[config.mk]
export PLATFORM = sky130hd
export DESIGN_NAME = mult_product_accumulator
export DESIGN_NICKNAME = d
export VERILOG_FILES = /design/src/rtl/mult_product_accumulator.sv
export SDC_FILE = /design/constraint.sdc
export NUM_CORES = 1
export LEC_CHECK = 0
export BUFFER_PORTS_ARGS = -buffer_cell sky130_fd_sc_hd__buf_2
export CORE_MARGIN = 10
export CORE_UTILIZATION = 56
export DETAILED_ROUTE_END_ITERATION = 12
export HOLD_SLACK_MARGIN = 0.03
export PLACE_DENSITY = 0.8
export SYNTH_ARGS = -nofsm -noshare
export SYNTH_HDL_FRONTEND = slang
export SYNTH_SLANG_ARGS = --single-unit
export TNS_END_PERCENT = 50
[constraint.sdc]
create_clock -name clk -period 7.5 [get_ports clk]
set_input_delay 2.25 -clock clk [delete_from_list [all_inputs] [get_ports clk]]
set_output_delay 2.25 -clock clk [all_outputs]
set_load 0.01 [all_outputs]
[src/rtl/mult_product_accumulator.sv]
// mult_product_accumulator: sums unsigned product beats over a frame and
// presents the widened sum, beat count and sticky overflow for one
// valid/ready transfer.
// Optional build macro MULT_ACC_SATURATE_EN: when defined, the accumulator
// clamps at all-ones on carry-out instead of wrapping.
module mult_product_accumulator #(
  parameter int DWIDTH    = 72,
  parameter int ACC_GUARD = 8,
  parameter int CNT_WIDTH = 8
) (
  input  logic                          clk,
  input  logic                          reset,
  input  logic                          in_valid,
  output logic                          in_ready,
  input  logic [DWIDTH-1:0]             in_data,
  input  logic                          in_last,
  output logic                          out_valid,
  input  logic                          out_ready,
  output logic [DWIDTH+ACC_GUARD-1:0]   out_data,
  output logic [CNT_WIDTH-1:0]          out_count,
  output logic                          out_overflow
);

  localparam int AW = DWIDTH + ACC_GUARD;

  typedef enum logic {ACCUM = 1'b0, HOLD = 1'b1} state_t;

  state_t                state_q, state_d;
  logic [AW-1:0]         acc_q, acc_d;
  logic [CNT_WIDTH-1:0]  cnt_q, cnt_d;
  logic                  ovf_q, ovf_d;
  logic [AW-1:0]         odata_q, odata_d;
  logic [CNT_WIDTH-1:0]  ocnt_q, ocnt_d;
  logic                  oovf_q, oovf_d;

  logic [AW:0]           sum_w;
  logic                  carry;
  logic [AW-1:0]         acc_nxt;
  logic [CNT_WIDTH-1:0]  cnt_inc;
  logic                  accept;

  // Handshake flags are pure state decodes so out_ready never reaches in_ready.
  assign in_ready     = (state_q == ACCUM);
  assign out_valid    = (state_q == HOLD);
  assign out_data     = odata_q;
  assign out_count    = ocnt_q;
  assign out_overflow = oovf_q;
  assign accept       = in_valid && in_ready;

  // Datapath: widened add with carry-out, saturating beat count.
  always_comb begin
    sum_w = {1'b0, acc_q} + {{(ACC_GUARD+1){1'b0}}, in_data};
    carry = sum_w[AW];
`ifdef MULT_ACC_SATURATE_EN
    // Once clamped the accumulator stays at all-ones for the rest of the frame.
    acc_nxt = (carry || ovf_q) ? {AW{1'b1}} : sum_w[AW-1:0];
`else
    acc_nxt = sum_w[AW-1:0];
`endif
    cnt_inc = (cnt_q == {CNT_WIDTH{1'b1}}) ? cnt_q : cnt_q + 1'b1;
  end

  // Next-state: accumulate in ACCUM, latch result on last beat, hold until taken.
  always_comb begin
    state_d = state_q;
    acc_d   = acc_q;
    cnt_d   = cnt_q;
    ovf_d   = ovf_q;
    odata_d = odata_q;
    ocnt_d  = ocnt_q;
    oovf_d  = oovf_q;
    unique case (state_q)
      ACCUM: begin
        if (accept) begin
          if (in_last) begin
            odata_d = acc_nxt;
            ocnt_d  = cnt_inc;
            oovf_d  = ovf_q | carry;
            acc_d   = '0;
            cnt_d   = '0;
            ovf_d   = 1'b0;
            state_d = HOLD;
          end else begin
            acc_d = acc_nxt;
            cnt_d = cnt_inc;
            ovf_d = ovf_q | carry;
          end
        end
      end
      HOLD: begin
        if (out_ready) state_d = ACCUM;
      end
      default: state_d = ACCUM;
    endcase
  end

  // State registers with synchronous reset.
  always_ff @(posedge clk) begin
    if (reset) begin
      state_q <= ACCUM;
      acc_q   <= '0;
      cnt_q   <= '0;
      ovf_q   <= 1'b0;
      odata_q <= '0;
      ocnt_q  <= '0;
      oovf_q  <= 1'b0;
    end else begin
      state_q <= state_d;
      acc_q   <= acc_d;
      cnt_q   <= cnt_d;
      ovf_q   <= ovf_d;
      odata_q <= odata_d;
      ocnt_q  <= ocnt_d;
      oovf_q  <= oovf_d;
    end
  end

endmodule

==> results by stage <==
Setup path:
- The startpoint identified for the worst register-to-register timing path is acc_q[0].
- The critical path contains buffers and inverters numbering 2 combined.
- STA classifies the critical path startpoint as an input port.
- In this run the critical register-to-register path is captured at acc_q[26].
- In this run the worst path has a maximum fanout of 3.
- For the worst setup path, the data arrival time is roughly 5.6 ns.
- Traced cell by cell, the critical path runs through buf_2 -> ha_1 -> inv_1 -> fa_1 -> and2b_4 -> o2111ai_1 -> a31oi_1 -> nor2_1 -> o41ai_1 -> a21oi_1 -> o21bai_1 -> xnor2_1 -> or3_1 -> a21oi_1.
- The family with the most delay on the worst path is compound AO/OA/AOI/OAI gates.
- The worst reg2reg path depth is 13.
- The most numerous cell type found on the critical path is a21oi_1.
- The standard cell with the maximum stage delay on the critical path is o41ai_1.
- The setup check on the worst reg-to-reg path leaves a slack of approximately 3.8 ns.
- The setup path with the least slack is of type in2reg.
- The worst setup path is captured at a flop.
- STA puts the critical path data required time at just under 8 ns.
- The largest single stage delay on the critical path is approximately 0.7 ns.

Die:
- The area of the die is approximately 25,000 µm².
- The initial utilization of the core area, before any placement, comes to between 50% and 60%.
- ~170 I/O pins were placed.
- The width of the chip is roughly 160 µm.
- The standard-cell row count is 50.
- The area of the placeable core is about 19,000 µm².
- From bottom edge to top edge, the die measures around 160 µm.

Placement:
- Summed over all nets, the half-perimeter wirelength after detailed placement is 23.6 mm.
- The final weighted congestion in routability-driven placement is about 1.
- Port buffering added about 170 buffers.

Min path:
- In this run the worst hold path is classified as reg2reg.
- The worst hold path begins at out_count[5].
- The worst hold path was traced through 2 stages.
- The terminating pin of the worst hold path is out_count[5].

Logic synthesis:
- The number of warnings issued by yosys is 0.
- Counting flops with an async set or reset pin after synthesis yields a share of 0%.
- Synthesis produced a netlist with a net count of roughly 1,400.
- The synthesized area is between 10,000 and 15,000 µm².
- The average instance area after synthesis is about 8.4 µm².
- The distinct cell type count after synthesis is 74.
- The commonest cells after synthesis are dfxtp_1 (179), nor2_1 (112), a21oi_1 (110).
- Summing the sequential cell areas from Yosys gives 33.1% of the chip area.
- The largest total area in the synthesized netlist belongs to dfxtp_1.
- The fraction of synthesized cell area taken by the top area cell type is 33.1%.
- The number of cells produced by synthesis is around 1,300.
- Ranked by total cell area, the synthesized netlist is headed by dfxtp_1 (33%), ha_1 (8.4%), a22o_1 (7.3%).
- The number of synthesized flops with an enable pin is 0.
- In the synthesized netlist the dominant register cell turns out to be dfxtp_1.
- The most frequently used cell type in the post-synthesis netlist is dfxtp_1.
- In this run, synthesis produced a sequential element count of ~180.

Clock network:
- The clock latency reported for the late side of the worst-skew pair is about 0.44 ns.
- The number of clock sinks is 179.
- The worst-case clock buffer depth is 2.
- The clock tree from TritonCTS is built.
- Once the clock tree was built, the resizer swapped 0 gates to a different size.
- In this run, CTS created clock tree buffers numbering 17.
- The number of buffers added for setup after CTS is 0.
- The root buffer cell is clkbuf_16.
- After clock tree synthesis, the clock-pin slew on the worst setup and hold paths is ~0.07 ns.
- The number of buffers added to fix hold violations after cts is 0.
- CTS built an H-tree with a depth of 4.

Job:
- The max-capacitance violation count is 0.

STA:
- The count of endpoints failing hold in the final timing report was 0.
- Setup violations remaining at the end of the flow were counted as 0.
- The slew at the pin with the worst max-slew slack is a little under 1 ns.
- Summed over all failing endpoints, the final setup total negative slack is 0 ns.
- Headroom to the max-slew limit came out at a little over a third.
- The clock arrives with ~0.011 ns of skew.
- The count of pins over their slew limit came to 0.
- The final period demand of the worst path is 5.22 ns.
- For this run, the top clock speed supported by timing is roughly 190 MHz.
- The share of the cycle needed by the critical path after routing is between 60% and 70%.
- Setup repair after global routing left no endpoint under its margin.

Power and ir drop:
- The static power due to leakage is 5.45 nW.
- The power consumption is between 2 and 2.5 mW.
- The net switching power figure is about 800 µW.
- The total power divided by cell area is just over 200 nW/µm².
- Of the total power, registers draw about two fifths.
- The internal portion of total power is 1.68 mW.
- The part of the total power dissipated in the clock network is 35.2%.
- The fraction of power consumed by combinational cells is a little under a quarter.
- Net switching is a little under a third of the power.
- IR analysis of the VDD net gives a maximum drop of approximately 0.17 mV.

Finish:
- The number of inserted diodes is 0.
- The net count of the finished layout is roughly 1,500.
- The fraction of layout instances using a drive strength above 1 is between 10% and 20%.
- From synthesis to final layout, the design area changed by 12.5%.

Status:
- The run finished with clean final reports.

Route:
- The remaining design rule violation count is 0.
- Summing over every cut layer, the via total after detailed routing is between 10,000 and 15,000.
- The remaining antenna violation count is 0.
- The per-cell via count in the routed design is roughly 6.2.
- The routed design has 31.9 mm of wire.
- After detailed routing, the average wire length per cell comes to ~19 µm.
- The DRC violation total after the first TritonRoute iteration is roughly 880.
- The detailed-routing iteration count for the pre-antenna-repair pass is 6.

GRT:
- The total global routing track utilization is between 20% and 30%.
- For this run the aggregate overflow at the end of global routing stands at 0.
- The initial antenna violation count is 0.
- The via count of the first global-routing pass is between 9,000 and 10,000.
- Entering global routing, the biggest net connects 61 pins.
- The wire length of the first global-routing pass is just over 50 mm.
tightest hold or removal path, delay by kind of cell (launching register included):
family / cells / cell delay (ns)
flip-flops: 1 / 0.32
AND/OR/NAND/NOR: 1 / 0.04
AO/OA/AOI/OAI: 1 / 0.05
metal layers:
metal  vias up  global-route usage (%)  share of wire (%)
met1      4876                    31.7                 46
met4         0                    6.57                2.1
met5         -                       0                  0
li1       4964                       -                  -
met3        57                    5.40                7.3
met2       433                    38.5                 45
cells by family (layout without fill, tap and decap cells):
logic type               Yosys count  count (layout)  share of synthesized area (%)
adder cells (fa/ha/maj)           74              74                           8.62
multiplexers                       1               1                         0.0925
AO/OA/AOI/OAI                    482             482                           31.2
flip-flops                       179             179                           33.1
XOR/XNOR                          77              77                           6.23
buffers and inverters            121             231                           5.00
AND/OR/NAND/NOR                  356             356                           15.7
per-stage QoR:
stage | worst slack [ns] | cell area (µm²) | hold WS, ns | utilization (%) | cells
6_report | 2.28 | 12200 | 0.446 | 64.4 | 1660
3_3_place_gp | 1.96 | 11600 | 0.430 | 61.6 | 1631
4_1_cts | 2.36 | 12200 | 0.453 | 64.4 | 1660
3_5_place_dp | 1.96 | 11600 | 0.437 | 61.6 | 1631
5_1_grt | 2.05 | 12200 | 0.473 | 64.4 | 1660
2_1_floorplan | 2.49 | 10800 | 0.429 | - | 1290
how the worst max path moves through the flow:
stage,from,to,cells past startpoint
after CTS,in_data[0],acc_q[26],14
after detailed placement,in_data[0],acc_q[26],14
after global routing,in_data[0],acc_q[26],14
after floorplan,in_data[0],acc_q[76],13
after global placement,in_data[0],acc_q[26],14
final,in_data[0],acc_q[26],14
power groups by stage:
| stage | Combinational (mW) | Sequential [mW] | Clock, mW |
|---|---|---|---|
| detailed placement | 0.557 | 1.05 | 0 |
| global route | 0.622 | 1.04 | 0.912 |
| CTS | 0.562 | 1.03 | 0.875 |
| finish | 0.571 | 1.03 | 0.869 |
| global placement | 0.553 | 1.05 | 0 |
| floorplan | 0.390 | 1.06 | 0 |
flip-flops by register name, summed over array words and instances, names as in the netlist:
name          cells
out_valid         1
out_count         8
out_data         80
cnt_q             8
out_overflow      1
acc_q            80
ovf_q             1
final cells by class:
| type | instances | area, µm² |
|---|---|---|
| timing repair buffer | 175 | 896 |
| clock inverter | 10 | 101 |
| inverter | 27 | 101 |
| fill | 1680 | 6720 |
| tap | 260 | 325 |
| sequential | 179 | 3580 |
| clock buffer | 19 | 443 |
| multi-input combinational | 990 | 6730 |
layout by cell type (no fill, tap or decap), types with 16 or more instances in the layout:
master,count
inv_1,27
nor3_1,16
a22o_1,90
a31oi_1,16
nand4_1,33
nand2_1,107
nand3_1,16
nor2_1,110
o21ai_0,73
xor2_1,31
o21bai_1,22
a21oi_1,109
buf_2,167
a21o_1,42
ha_1,73
a22oi_1,43
clkbuf_16,17
dfxtp_1,179
xnor2_1,46
Power figures use the tool's default switching activity.
